$ cat src/rtl/regfile_multiport_pkg.sv
// Shared types for the multiport register file: clear-sequencer state encoding
// and the supported read-port range.
package regfile_multiport_pkg;

   // CLEAR: the array is being zeroed one entry per cycle. RUN: normal operation.
   typedef enum logic {
      ST_CLEAR = 1'b0,
      ST_RUN   = 1'b1
   } rf_state_e;

   localparam int MIN_RD_PORTS = 1;
   localparam int MAX_RD_PORTS = 4;

endpackage

$ cat src/rtl/regfile_multiport_clear_seq.sv
// Clear sequencer: after reset or a clear request, walks every array entry once.
// The state is exported on state_o so the parent and checkers can observe it.
// No handshake is involved: clear_req_i is a level sampled only in RUN.
module regfile_multiport_clear_seq
   import regfile_multiport_pkg::*;
#(
   parameter int ADDR_W = 5
) (
   input  logic              clk,
   input  logic              reset_n,
   input  logic              clear_req_i,
   output logic [ADDR_W-1:0] clr_addr_o,
   output logic              ready_o,
   output rf_state_e         state_o
);

   localparam int DEPTH = 2 ** ADDR_W;
   // One extra counter bit so the terminal value never aliases entry 0.
   localparam logic [ADDR_W:0] LAST_CNT = (ADDR_W + 1)'(DEPTH - 1);

   rf_state_e       state_q, state_d;
   logic [ADDR_W:0] clr_cnt_q, clr_cnt_d;

   // State and counter registers; reset restarts the sweep at entry 0.
   always_ff @(posedge clk) begin
      if (!reset_n) begin
         state_q   <= ST_CLEAR;
         clr_cnt_q <= '0;
      end else begin
         state_q   <= state_d;
         clr_cnt_q <= clr_cnt_d;
      end
   end

   // Next state: sweep to the last entry, then run until a clear request.
   always_comb begin
      state_d   = state_q;
      clr_cnt_d = clr_cnt_q;
      unique case (state_q)
         ST_CLEAR: begin
            if (clr_cnt_q == LAST_CNT) begin
               state_d   = ST_RUN;
               clr_cnt_d = '0;
            end else begin
               clr_cnt_d = clr_cnt_q + 1'b1;
            end
         end
         ST_RUN: begin
            if (clear_req_i) begin
               state_d   = ST_CLEAR;
               clr_cnt_d = '0;
            end
         end
         default: begin
            state_d   = ST_CLEAR;
            clr_cnt_d = '0;
         end
      endcase
   end

   assign clr_addr_o = clr_cnt_q[ADDR_W-1:0];
   assign ready_o    = (state_q == ST_RUN);
   assign state_o    = state_q;

endmodule

$ cat src/rtl/regfile_multiport.sv
// Architectural register file: NUM_RD combinational read ports, one write port,
// hardwired-zero entry 0, write-to-read bypass, read-only entries and a
// sequential clear engine that replaces per-entry reset flops.
module regfile_multiport
   import regfile_multiport_pkg::*;
#(
   parameter int                       DATA_W    = 32,
   parameter int                       ADDR_W    = 5,
   parameter int                       NUM_RD    = 2,
   parameter int                       ZERO_REG  = 1,
   parameter int                       BYPASS_EN = 1,
   parameter logic [(2**ADDR_W)-1:0]   RO_MASK   = 32'h8000_0000,
   parameter logic [DATA_W-1:0]        RO_VALUE  = 32'h0
) (
   input  logic                     clk,
   input  logic                     reset_n,
   input  logic [NUM_RD*ADDR_W-1:0] rd_addr,
   output logic [NUM_RD*DATA_W-1:0] rd_data,
   input  logic                     we,
   input  logic [ADDR_W-1:0]        wr_addr,
   input  logic [DATA_W-1:0]        wr_data,
   output logic                     wr_err,
   input  logic                     clear_req,
   output logic                     ready
);

   localparam int DEPTH = 2 ** ADDR_W;

   logic [DATA_W-1:0] mem_q [DEPTH];
   logic              wr_err_q, wr_err_d;

   rf_state_e         clr_state;
   logic [ADDR_W-1:0] clr_addr;
   logic              clr_ready;
   logic              clr_we;
   logic [DATA_W-1:0] clr_val;

   logic              wr_protected;
   logic              wr_accept;
   logic              arr_we;
   logic [ADDR_W-1:0] arr_addr;
   logic [DATA_W-1:0] arr_data;

   regfile_multiport_clear_seq #(
      .ADDR_W (ADDR_W)
   ) u_clear_seq (
      .clk         (clk),
      .reset_n     (reset_n),
      .clear_req_i (clear_req),
      .clr_addr_o  (clr_addr),
      .ready_o     (clr_ready),
      .state_o     (clr_state)
   );

   // The sweep writes one entry in every CLEAR cycle.
   assign clr_we  = (clr_state == ST_CLEAR);
   assign clr_val = RO_MASK[clr_addr] ? RO_VALUE : '0;
   assign ready   = clr_ready;

   assign wr_protected = ((ZERO_REG != 0) && (wr_addr == '0)) || RO_MASK[wr_addr];
   assign wr_accept    = we && clr_ready && !clear_req && !wr_protected;

   // Single array write port: clear writes and user writes never overlap
   // because user writes need ready, which is low for the whole sweep.
   always_comb begin
      arr_we   = 1'b0;
      arr_addr = wr_addr;
      arr_data = wr_data;
      if (clr_we) begin
         arr_we   = 1'b1;
         arr_addr = clr_addr;
         arr_data = clr_val;
      end else if (wr_accept) begin
         arr_we   = 1'b1;
      end
   end

   // Array storage; deliberately not reset, the clear sweep initialises it.
   always_ff @(posedge clk) begin
      if (arr_we) begin
         mem_q[arr_addr] <= arr_data;
      end
   end

   // Any write attempt that is not accepted is flagged for one cycle.
   always_comb begin
      wr_err_d = we && !wr_accept;
   end

   // Error pulse register, cleared by reset.
   always_ff @(posedge clk) begin
      if (!reset_n) begin
         wr_err_q <= 1'b0;
      end else begin
         wr_err_q <= wr_err_d;
      end
   end

   assign wr_err = wr_err_q;

   for (genvar k = 0; k < NUM_RD; k++) begin : g_rd
      logic [ADDR_W-1:0] addr;
      logic [DATA_W-1:0] data;

      assign addr = rd_addr[k*ADDR_W +: ADDR_W];

      // Read mux: not-ready, then zero entry, then bypass, then array.
      always_comb begin
         data = mem_q[addr];
         if (!clr_ready) begin
            data = '0;
         end else if ((ZERO_REG != 0) && (addr == '0)) begin
            data = '0;
         end else if ((BYPASS_EN != 0) && wr_accept && (wr_addr == addr)) begin
            data = wr_data;
         end
      end

      assign rd_data[k*DATA_W +: DATA_W] = data;
   end

endmodule

$ cat config.mk
export PLATFORM = sky130hd
export DESIGN_NAME = regfile_multiport
export DESIGN_NICKNAME = d
export VERILOG_FILES = /design/src/rtl/regfile_multiport_pkg.sv /design/src/rtl/regfile_multiport_clear_seq.sv /design/src/rtl/regfile_multiport.sv
export SDC_FILE = /design/constraint.sdc
export NUM_CORES = 1
export LEC_CHECK = 0
export BUFFER_PORTS_ARGS = -buffer_cell sky130_fd_sc_hd__buf_4
export CAP_MARGIN = 25
export CORE_ASPECT_RATIO = 1.4
export CORE_MARGIN = 2
export CORE_UTILIZATION = 35
export DETAILED_ROUTE_END_ITERATION = 8
export GPL_ROUTABILITY_DRIVEN = 0
export MAX_ROUTING_LAYER = met4
export PLACE_DENSITY_LB_ADDON = 0.05
export SETUP_SLACK_MARGIN = 0.05
export SYNTH_ARGS = -nofsm -noshare
export SYNTH_HDL_FRONTEND = slang
export SYNTH_SLANG_ARGS = --single-unit
$ cat constraint.sdc
create_clock -name clk -period 4.6 [get_ports clk]
set_input_delay 0.92 -clock clk [delete_from_list [all_inputs] [get_ports clk]]
set_output_delay 0.92 -clock clk [all_outputs]
set_load 0.02 [all_outputs]
# --- Yosys cells after proc, flatten, opt, wreduce, memory -nomap -nowiden ---
# Memory sizes are Yosys's and may differ from the RTL's.
# Cells that the tools add are included.
word_totals:
  wordCells: 44
  out_inout_bits: 66
  reg_bits: 8
  memories: 2
  ram_bits: 1024
  inputBits: 51
  mem_bits_ro: 32
classes:
  addsub: 1
  eq_ne: 4
  n_lt_le_gt_ge: 1
  n_mux: 19
  reduce_logical: 13
  n_bitwise: 1
mem_list:
  columns: ["name", "words", "word_bits", "rd", "rd_ports_with_merged_regs", "wr", "line", "rtl"]
  rows:
  - ["mem_q", 32, 32, 2, 0, 1, "regfile_multiport.sv:29", "logic [DATA_W-1:0] mem_q [DEPTH];"]
  - ["(name not given)", 32, 1, 1, 0, 0, "regfile_multiport.sv:60", "assign wr_protected = ((ZERO_REG != 0) && (wr_addr == '0)) || RO_MASK[wr_addr];"]
ops:
  columns: ["op", "count"]
  rows:
  - ["two-way mux 32 bit", 7]
  - ["logical NOT 5 bit", 3]
  - ["two-way mux 6 bit", 2]
  - ["case mux 6 bit (2 select lines)", 1]
  - ["equality test 5 bit", 2]
  - ["two-way mux 1 bit", 7]
  - ["adder 6 x 1 -> 6 bit, second input constant", 1]
  - ["equality test 6 x 5 -> 1 bit, second input constant", 1]
  - ["logical AND 1 bit", 6]
  - ["< comparator 5 x 6 -> 1 bit, second input constant", 1]
  - ["two-way mux 5 bit", 1]
  - ["logical NOT 1 bit", 3]
  - ["inequality test 2 bit, second input constant", 1]
  - ["case mux 1 bit (2 select lines)", 1]
  - ["logical OR 1 bit", 1]
  - ["inverter 1 bit", 1]

# --- Longest topological paths before layout ---
# Gate-level depths: netlist of run 1.
depth:
  ltp_word: 9
  depth_mapped: 8
  depth_no_buf: 6

# --- Hierarchy ---
# A second synthesis of run 1 with hierarchy kept.
hier_totals:
  hier_cells: 3265
  area_unflattened_um2: 50482.2
modules_own_cells:
  columns: ["module", "seq_area_each_um2", "cells_per_inst", "n_inst", "area_each_um2"]
  rows:
  - ["regfile_multiport", 30769.5, 3214, 1, 50076.8]
  - ["regfile_multiport_clear_seq", 140.1, 51, 1, 405.4]

# --- Worst setup path before layout of run 1 ---
# OpenSTA, ideal clock, no wires.
synth_timing:
  kind: "input-to-output"
  startpoint: "input port rd_addr[0]"
  endpoint: "output port rd_data[10]"
  stages: 7
  arrival_ps: 2967
  path_buffers: 3
  required_time_ps: 3680
  setup_slack_ps: 713
  path_cell_list: "buf_2 > buf_2 > buf_1 > mux4_2 > a22oi_1 > o21ai_0 > a221o_1"
synth_between:
  elab_chain_cells: 5
  word_cells_on_any_way: 7
  cone_classes: "eq/ne: 1; mux: 3; reduce/logical: 2; memory: 1"
synth_lines:
  columns: ["element", "line", "rtl"]
  rows:
  - ["from (decl)", "regfile_multiport.sv:17", "input logic [NUM_RD*ADDR_W-1:0] rd_addr,"]
  - ["branches (longest 3 deep; another with memory read (32 x 32 bit))", null, null]
  - ["two-way mux 32 bit *", "regfile_multiport.sv:112", "end else if ((ZERO_REG != 0) && (addr == '0)) begin"]
  - ["two-way mux 32 bit *", "regfile_multiport.sv:110", "if (!clr_ready) begin"]
  - ["to (decl)", "regfile_multiport.sv:18", "output logic [NUM_RD*DATA_W-1:0] rd_data,"]
# Mark *: on every way between the ends.

# --- Worst setup path after layout of run 1 ---
layout_timing:
  startpoint: "input port wr_addr[0]"
  endpoint: "output port rd_data[0]"
layout_between:
  elab_chain_cells: 9
  word_cells_on_any_way: 11
  cone_classes: "eq/ne: 1; mux: 4; reduce/logical: 5; memory: 1"
layout_lines:
  columns: ["element", "line", "rtl"]
  rows:
  - ["from (decl)", "regfile_multiport.sv:20", "input logic [ADDR_W-1:0] wr_addr,"]
  - ["memory read (32 x 1 bit)", null, null]
  - ["two-way mux 1 bit (implied by the code)", "regfile_multiport.sv:60", null]
  - ["logical OR 1 bit", "regfile_multiport.sv:60", null]
  - ["logical NOT 1 bit", "regfile_multiport.sv:61", "assign wr_accept = we && clr_ready && !clear_req && !wr_protected;"]
  - ["logical AND 1 bit", "regfile_multiport.sv:61", null]
  - ["logical AND 1 bit *", "regfile_multiport.sv:114", "end else if ((BYPASS_EN != 0) && wr_accept && (wr_addr == addr)) begin"]
  - ["two-way mux 32 bit *", "regfile_multiport.sv:114", null]
  - ["two-way mux 32 bit *", "regfile_multiport.sv:112", null]
  - ["two-way mux 32 bit *", "regfile_multiport.sv:110", null]
# Every way passes the cells marked *; elsewhere a longest branch is shown, timed or not. The select of a mux whose other input is x is not followed.

==> flow_summary_export.csv, run 1 <==
group,metric,value,unit
status,status,"complete, no violations",
pwr,p_per_area,364.2,nW/um2
placed_design,io_buffer_count,116,
clock_tree,clock-root-buffer,"clkbuf_16",
floorplan,start_util,35.14,%
finish,multiInputGateArea,16660,um2
timing,finalCritPeriodShare,96.68,%
placed_design,place_inst,4599,
finish,final_core_util,41.98,%
route,dr_wl_met3,9793,um
finish,instances_no_fill,4829,
route,first_iter_violations,2908,
route,wl_per_cell,35.74,um
clock_tree,h-tree-depth,3,
critical_path,worstPathRequired,3.68,ns
critical_path,crit_path_end_kind,"primary output",
yosys,synth_cells,2637,
pwr,ir_drop,0.3062,mV
critical_path,worstReg2RegEnd,"mem_q[24][28]$_DFFE_PP_",
global_routing,grt.overflow.total,0,
yosys,syn_avg_cell_area,18.25,um2
global_routing,grt_pass1_vias,31029,
yosys,synth_top_family_by_area,"multiplexers",
clock_tree,clk_latency,0.72,ns
route,via_per_inst,6.092,
finish,regArea,30910,um2
yosys,yosys.area_share.xor_xnor,0.1820,%
yosys,syn_nets,2689,
global_routing,grt_first_pass_wirelength,241200,um
floorplan,fp.dieH,442.8,um
yosys,ys_types,37,
timing,fin_ws,0.1529,ns
yosys,async_flop_share,0,%
critical_path,r2r_setup_slack,1.20,ns
floorplan,rows,161,
floorplan,die_x,317.4,um
route,dr_wl_met2,88010,um
floorplan,core_area,137000,um2
route,detail-route-antenna-nets,0,
yosys,muxShareOfSynthArea,23.43,%
yosys,yosysTopAreaCellShare,63.89,%
floorplan,io_pins,117,
critical_path,path_max_fanout,32,
worst_hold_path,hold_path.class,"in -> reg",
yosys,ys.flop_type,"edfxtp_1",
yosys,synth_seq_cells,1032,
finish,syn_to_final_growth,19.47,%
worst_hold_path,min_from,"we",
critical_path,crit_type,"in -> out",
timing,max_slew_margin,30.90,%
yosys,synth-edff-count,1024,
yosys,synth.top_cells.by_count,"1024 x edfxtp_1, 384 x mux4_2, 259 x mux2i_1",
worst_hold_path,worstHoldEndpoint,"wr_err$_SDFF_PN0_",
yosys,synth_area,48130,um2
yosys,synth_top_cell_by_area,"edfxtp_1",
critical_path,startpoint_type,"input port",
timing,finalHoldViolations,0,
yosys,synth_seq_area_share,64.22,%
yosys,synthAdderAreaFrac,0.02600,%
clock_tree,clock_tree.buffer_depth,3,
placed_design,dpl.hpwl,107200,um
clock_tree,clock-sinks,1032,
route,wl,172600,um
placed_design,dp_slack,0.1752,ns
route,drc_errors,0,
timing,finalSetupViolCount,0,
pwr,power_leakage,0.01912,uW
finish,drive_gt1_share,33.45,%
timing,slew_violations,0,
floorplan,dieArea,140500,um2
route,top_layer_used,"met4",
clock_tree,path_clk_slew,0.07,ns
timing,holdWs,0.4318,ns
global_routing,antenna_found_initial,3,
worst_hold_path,holdPathStages,2,
timing,setup_tns,0,ns
clock_tree,post_cts_buffers,0,
yosys,synth_compound_area_share,8.397,%
run,maxCapViolations,0,
timing,skew,0.01815,ns
yosys,yosys.area_share.simple,1.791,%
yosys,yosysWarnings,0,
timing,rsz0062_at_grt,"no",
route,num_vias,29420,
yosys,synth.area.top_cells,"edfxtp_1 64%, mux4_2 18%, mux2i_1 5.4%, a22oi_1 3.0%, a221oi_1 2.3%",
timing,max_freq,0.2249,GHz
finish,fillers,12201,
yosys,yosysMostFrequentCell,"edfxtp_1",
timing,post-route-min-period,4.447,ns
clock_tree,cts_tree,"yes",
global_routing,grtUsageTotal,25.11,%
global_routing,grt_max_degree,51,
route,wl_met1,69920,um
finish,final_nets,2991,
critical_path,arrival,3.53,ns
clock_tree,cts_inserted_buffers,109,
critical_path,r2r_cells,7,
timing,worst_slew_pin_slew,1.034,ns
critical_path,rr_startpoint,"u_clear_seq.ready_o$_SDFF_PN0_",
route,drt_first_pass_iters,6,
[through the flow]
stage / power (uW) / cell area (um2)
final: 20940 / 57500
after global routing: 21580 / 57500
after CTS: 21150 / 56970
after detailed placement: 12380 / 53500
after global placement: 12380 / 53340
after floorplan: 11550 / 48130
[worst max path at each step]
stage                                    from           to  slack [ns]  depth (start not counted)
4_1_cts        u_clear_seq.ready_o$_SDFF_PN0_  rd_data[33]        0.08                          8
6_report                           wr_addr[0]   rd_data[0]        0.15                          8
3_3_place_gp                       wr_addr[0]   rd_data[0]        0.20                          8
3_5_place_dp                       wr_addr[0]   rd_data[0]        0.18                          8
5_1_grt        u_clear_seq.ready_o$_SDFF_PN0_  rd_data[33]        0.14                          8
2_1_floorplan                      rd_addr[0]  rd_data[10]        0.71                          7
[cell type report]
class / count / area share (%)
Tap cell: 1793 / 3.901
Clock inverter: 81 / 1.040
Multi-Input combinational cell: 1379 / 28.98
Inverter: 5 / 0.03264
Timing Repair Buffer: 412 / 7.281
Antenna cell: 2 / 0.008704
Sequential cell: 1032 / 53.76
Clock buffer: 125 / 4.996
[layer usage]
layer	global-route usage [%]	vias to the layer above
li1	-	12072
met4	7.680	0
met2	42.21	1120
met5	-	-
met3	2.985	272
met1	31.95	15956
[timing repair]
item                                   4_1_cts  5_1_grt
endpoints found under the hold margin        0        0
setup endpoints to repair                    0        3
hold buffers                                 0        0
resized for setup                            0        1
[critical path, stage by stage]
cell	delay (ns)
buf_4	0.15
or4_1	0.59
o221ai_4	0.42
o311ai_4	0.17
buf_12	0.26
a21oi_1	0.61
a221o_1	0.22
buf_4	0.15
[logic make-up (layout without fill, tap and decap cells)]
logic type               Yosys count  after routing
adder cells (fa/ha/maj)            1              1
other                              0              2
AO/OA/AOI/OAI                    533            533
multiplexers                     646            646
buffers and inverters            226            623
XOR/XNOR                          10             10
flip-flops                      1032           1032
AND/OR/NAND/NOR                  189            189
[report_power, final]
group          internal [uW]  leakage (uW)  switching [uW]  total, uW
Combinational            796       0.00787            1040       1840
Clock                   4900       0.00172            3860       8770
Sequential             10300       0.00954            43.5      10300
Total                  16000        0.0191            4950      20900
[layout by cell type, fill, tap and decap left out, types with 3 or more instances in the layout]
master	instances
and2_1	32
clkinv_2	30
buf_8	19
bufinv_16	8
nor2_1	78
mux2i_1	259
buf_12	51
edfxtp_1	1024
dfxtp_1	7
nand2_1	14
clkbuf_16	116
clkbuf_1	12
a22oi_1	192
mux4_2	384
o21ai_0	69
a221oi_1	128
xnor2_1	10
a221o_1	64
and3_1	3
nor2_4	38
clkinvlp_4	4
buf_4	326
inv_6	3
nand3_1	5
mux2_2	3
buf_16	13
nor2b_4	4
clkinv_1	35
inv_1	3
a21oi_1	66
a21boi_0	4
[flip-flops by register name, summed over array words and instances, names as in the netlist]
name and flops:
wr_err 1, u_clear_seq.clr_cnt_q 6, mem_q 1024, u_clear_seq.ready_o 1
(Power assumes the default switching activity.)
==> inputs of run 2 (changes only) <==
--- a/config.mk
+++ b/config.mk
@@ -12,9 +12,10 @@
 export CORE_UTILIZATION = 35
 export DETAILED_ROUTE_END_ITERATION = 8
 export GPL_ROUTABILITY_DRIVEN = 0
+export GPL_TIMING_DRIVEN = 0
 export MAX_ROUTING_LAYER = met4
-export PLACE_DENSITY_LB_ADDON = 0.05
 export SETUP_SLACK_MARGIN = 0.05
+export SKIP_CTS_REPAIR_TIMING = 1
 export SYNTH_ARGS = -nofsm -noshare
 export SYNTH_HDL_FRONTEND = slang
 export SYNTH_SLANG_ARGS = --single-unit
==> flow_summary_export.csv, run 2 (synthesis gave the netlist of run 1 again) <==
group,metric,value,unit
clock_tree,h-tree-depth,3,
route,wl_per_cell,33.13,um
timing,post-route-min-period,4.573,ns
pwr,p_per_area,361.4,nW/um2
floorplan,die_x,317.4,um
clock_tree,clock-sinks,1032,
timing,finalCritPeriodShare,99.41,%
finish,top_regs,"mem_q: 1024 flops, u_clear_seq.clr_cnt_q: 6 flops",
global_routing,grtUsageTotal,22.76,%
clock_tree,cts_tree,"yes",
global_routing,grt_max_degree,33,
global_routing,antenna_found_initial,2,
placed_design,placed_cell_area,52570,um2
timing,fin_ws,0.02712,ns
pwr,switching_share,23.02,%
timing,finalSetupViolCount,0,
placed_design,dpl.hpwl,112200,um
run,maxCapViolations,0,
pwr,power_leakage,0.01862,uW
floorplan,core_area,137000,um2
status,status,"complete, no violations",
timing,finalHoldViolations,0,
finish,mostFrequentLayoutCell,"edfxtp_1",
worst_hold_path,worstHoldEndpoint,"wr_err$_SDFF_PN0_",
route,via_per_inst,6.135,
clock_tree,path_clk_slew,0.06,ns
worst_hold_path,holdPathStages,2,
finish,stdcell_area,56560,um2
placed_design,dp_slack,-0.7506,ns
critical_path,worstReg2RegEnd,"mem_q[12][10]$_DFFE_PP_",
floorplan,io_pins,117,
global_routing,grt_pass1_vias,30098,
clock_tree,clock_tree.buffer_depth,3,
route,detail-route-antenna-nets,0,
critical_path,path_max_fanout,10,
finish,syn_to_final_growth,17.51,%
finish,layout_common_cells,"1024 x edfxtp_1, 384 x mux4_2, 259 x mux2i_1",
floorplan,rows,161,
finish,drive_gt1_share,31.99,%
worst_hold_path,hold_path.class,"in -> reg",
clock_tree,cts_inserted_buffers,96,
placed_design,io_buffer_count,110,
critical_path,r2r_cells,6,
pwr,p_switching,4707,uW
pwr,pwr-share-seq,50.5,%
critical_path,crit_path_end_kind,"primary output",
critical_path,arrival,3.65,ns
placed_design,place_inst,4600,
clock_tree,clock-root-buffer,"clkbuf_16",
timing,worst_slew_pin_slew,1.416,ns
finish,instances_no_fill,4805,
global_routing,grt_first_pass_wirelength,218900,um
floorplan,start_util,35.14,%
floorplan,dieArea,140500,um2
pwr,ir_drop,0.2709,mV
route,wl,159200,um
finish,final_nets,2984,
worst_hold_path,min_from,"we",
timing,max_slew_margin,5.617,%
timing,skew,0.03709,ns
critical_path,rr_startpoint,"u_clear_seq.ready_o$_SDFF_PN0_",
finish,largest_reg_flops,1024,
finish,regMostFlops,"mem_q",
floorplan,fp.dieH,442.8,um
global_routing,grt.overflow.total,0,
finish,final_core_util,41.29,%
critical_path,startpoint_type,"input port",
pwr,clockPowerShare,41.1,%
timing,slew_violations,0,
route,num_vias,29479,
route,first_iter_violations,3137,
route,drt_first_pass_iters,5,
pwr,comb_power_share,8.4,%
route,drc_errors,0,
critical_path,crit_type,"in -> out",
timing,rsz0062_at_grt,"yes",
clock_tree,clk_latency,0.71,ns
critical_path,worstPathRequired,3.68,ns
pwr,total_power,20440,uW
timing,max_freq,0.2187,GHz
pwr,intPower,15740,uW
critical_path,r2r_setup_slack,1.08,ns
run 2: power by group through the flow:
stage          clock network, uW  registers (uW)  logic (uW)
3_5_place_dp                   0           10500        1670
5_1_grt                     8790           10300        1780
6_report                    8390           10300        1720
4_1_cts                     8460           10300        1680
2_1_floorplan                  0           10500        1030
3_3_place_gp                   0           10500        1600
run 2: worst max-delay path, stage by stage:
cell      delay [ns]
buf_4           0.13
clkbuf_2        0.29
inv_1           0.42
buf_1           0.58
a221oi_1        0.16
a22oi_1         0.17
o21ai_1         0.19
a221o_1         0.54
buf_4           0.22
run 2: layer usage:
metal  part of all wire [%]  up-vias  wire length, um  global-route usage [%]
li1                       -    12036                -                       -
met1                     35    15459            55460                   25.17
met2                     53     1578            83650                   39.77
met3                    7.8      406            12380                   4.398
met4                    4.8        0             7705                   10.25
met5                      0        -                0                       -
run 2: through the flow:
step           setup TNS, ns  hold WS, ns
6_report                   0       0.4594
2_1_floorplan              0       0.4590
5_1_grt                    0       0.4471
4_1_cts               -38.59       0.4245
3_3_place_gp        -1110.35       0.4764
3_5_place_dp          -38.09       0.4979
run 2: worst max-delay path by stage:
stage | start | endpoint | slack [ns]
after floorplan | rd_addr[0] | rd_data[10] | 0.71
after global placement | wr_addr[1] | mem_q[4][24]$_DFFE_PP_ | -1.34
final | rd_addr[4] | rd_data[17] | 0.03
after detailed placement | rd_addr[5] | rd_data[52] | -0.75
after global routing | wr_addr[1] | rd_data[21] | 0.007
after CTS | rd_addr[5] | rd_data[52] | -0.75
run 2: final cells by class:
class / instances / area [um2]
fill: 12120 / 80420
sequential: 1032 / 30910
multi-input combinational: 1379 / 16600
clock buffer: 108 / 2469
timing repair buffer: 197 / 2397
tap: 1793 / 2243
buffer: 221 / 1155
clock inverter: 68 / 757.0
inverter: 5 / 18.77
antenna: 2 / 5.005
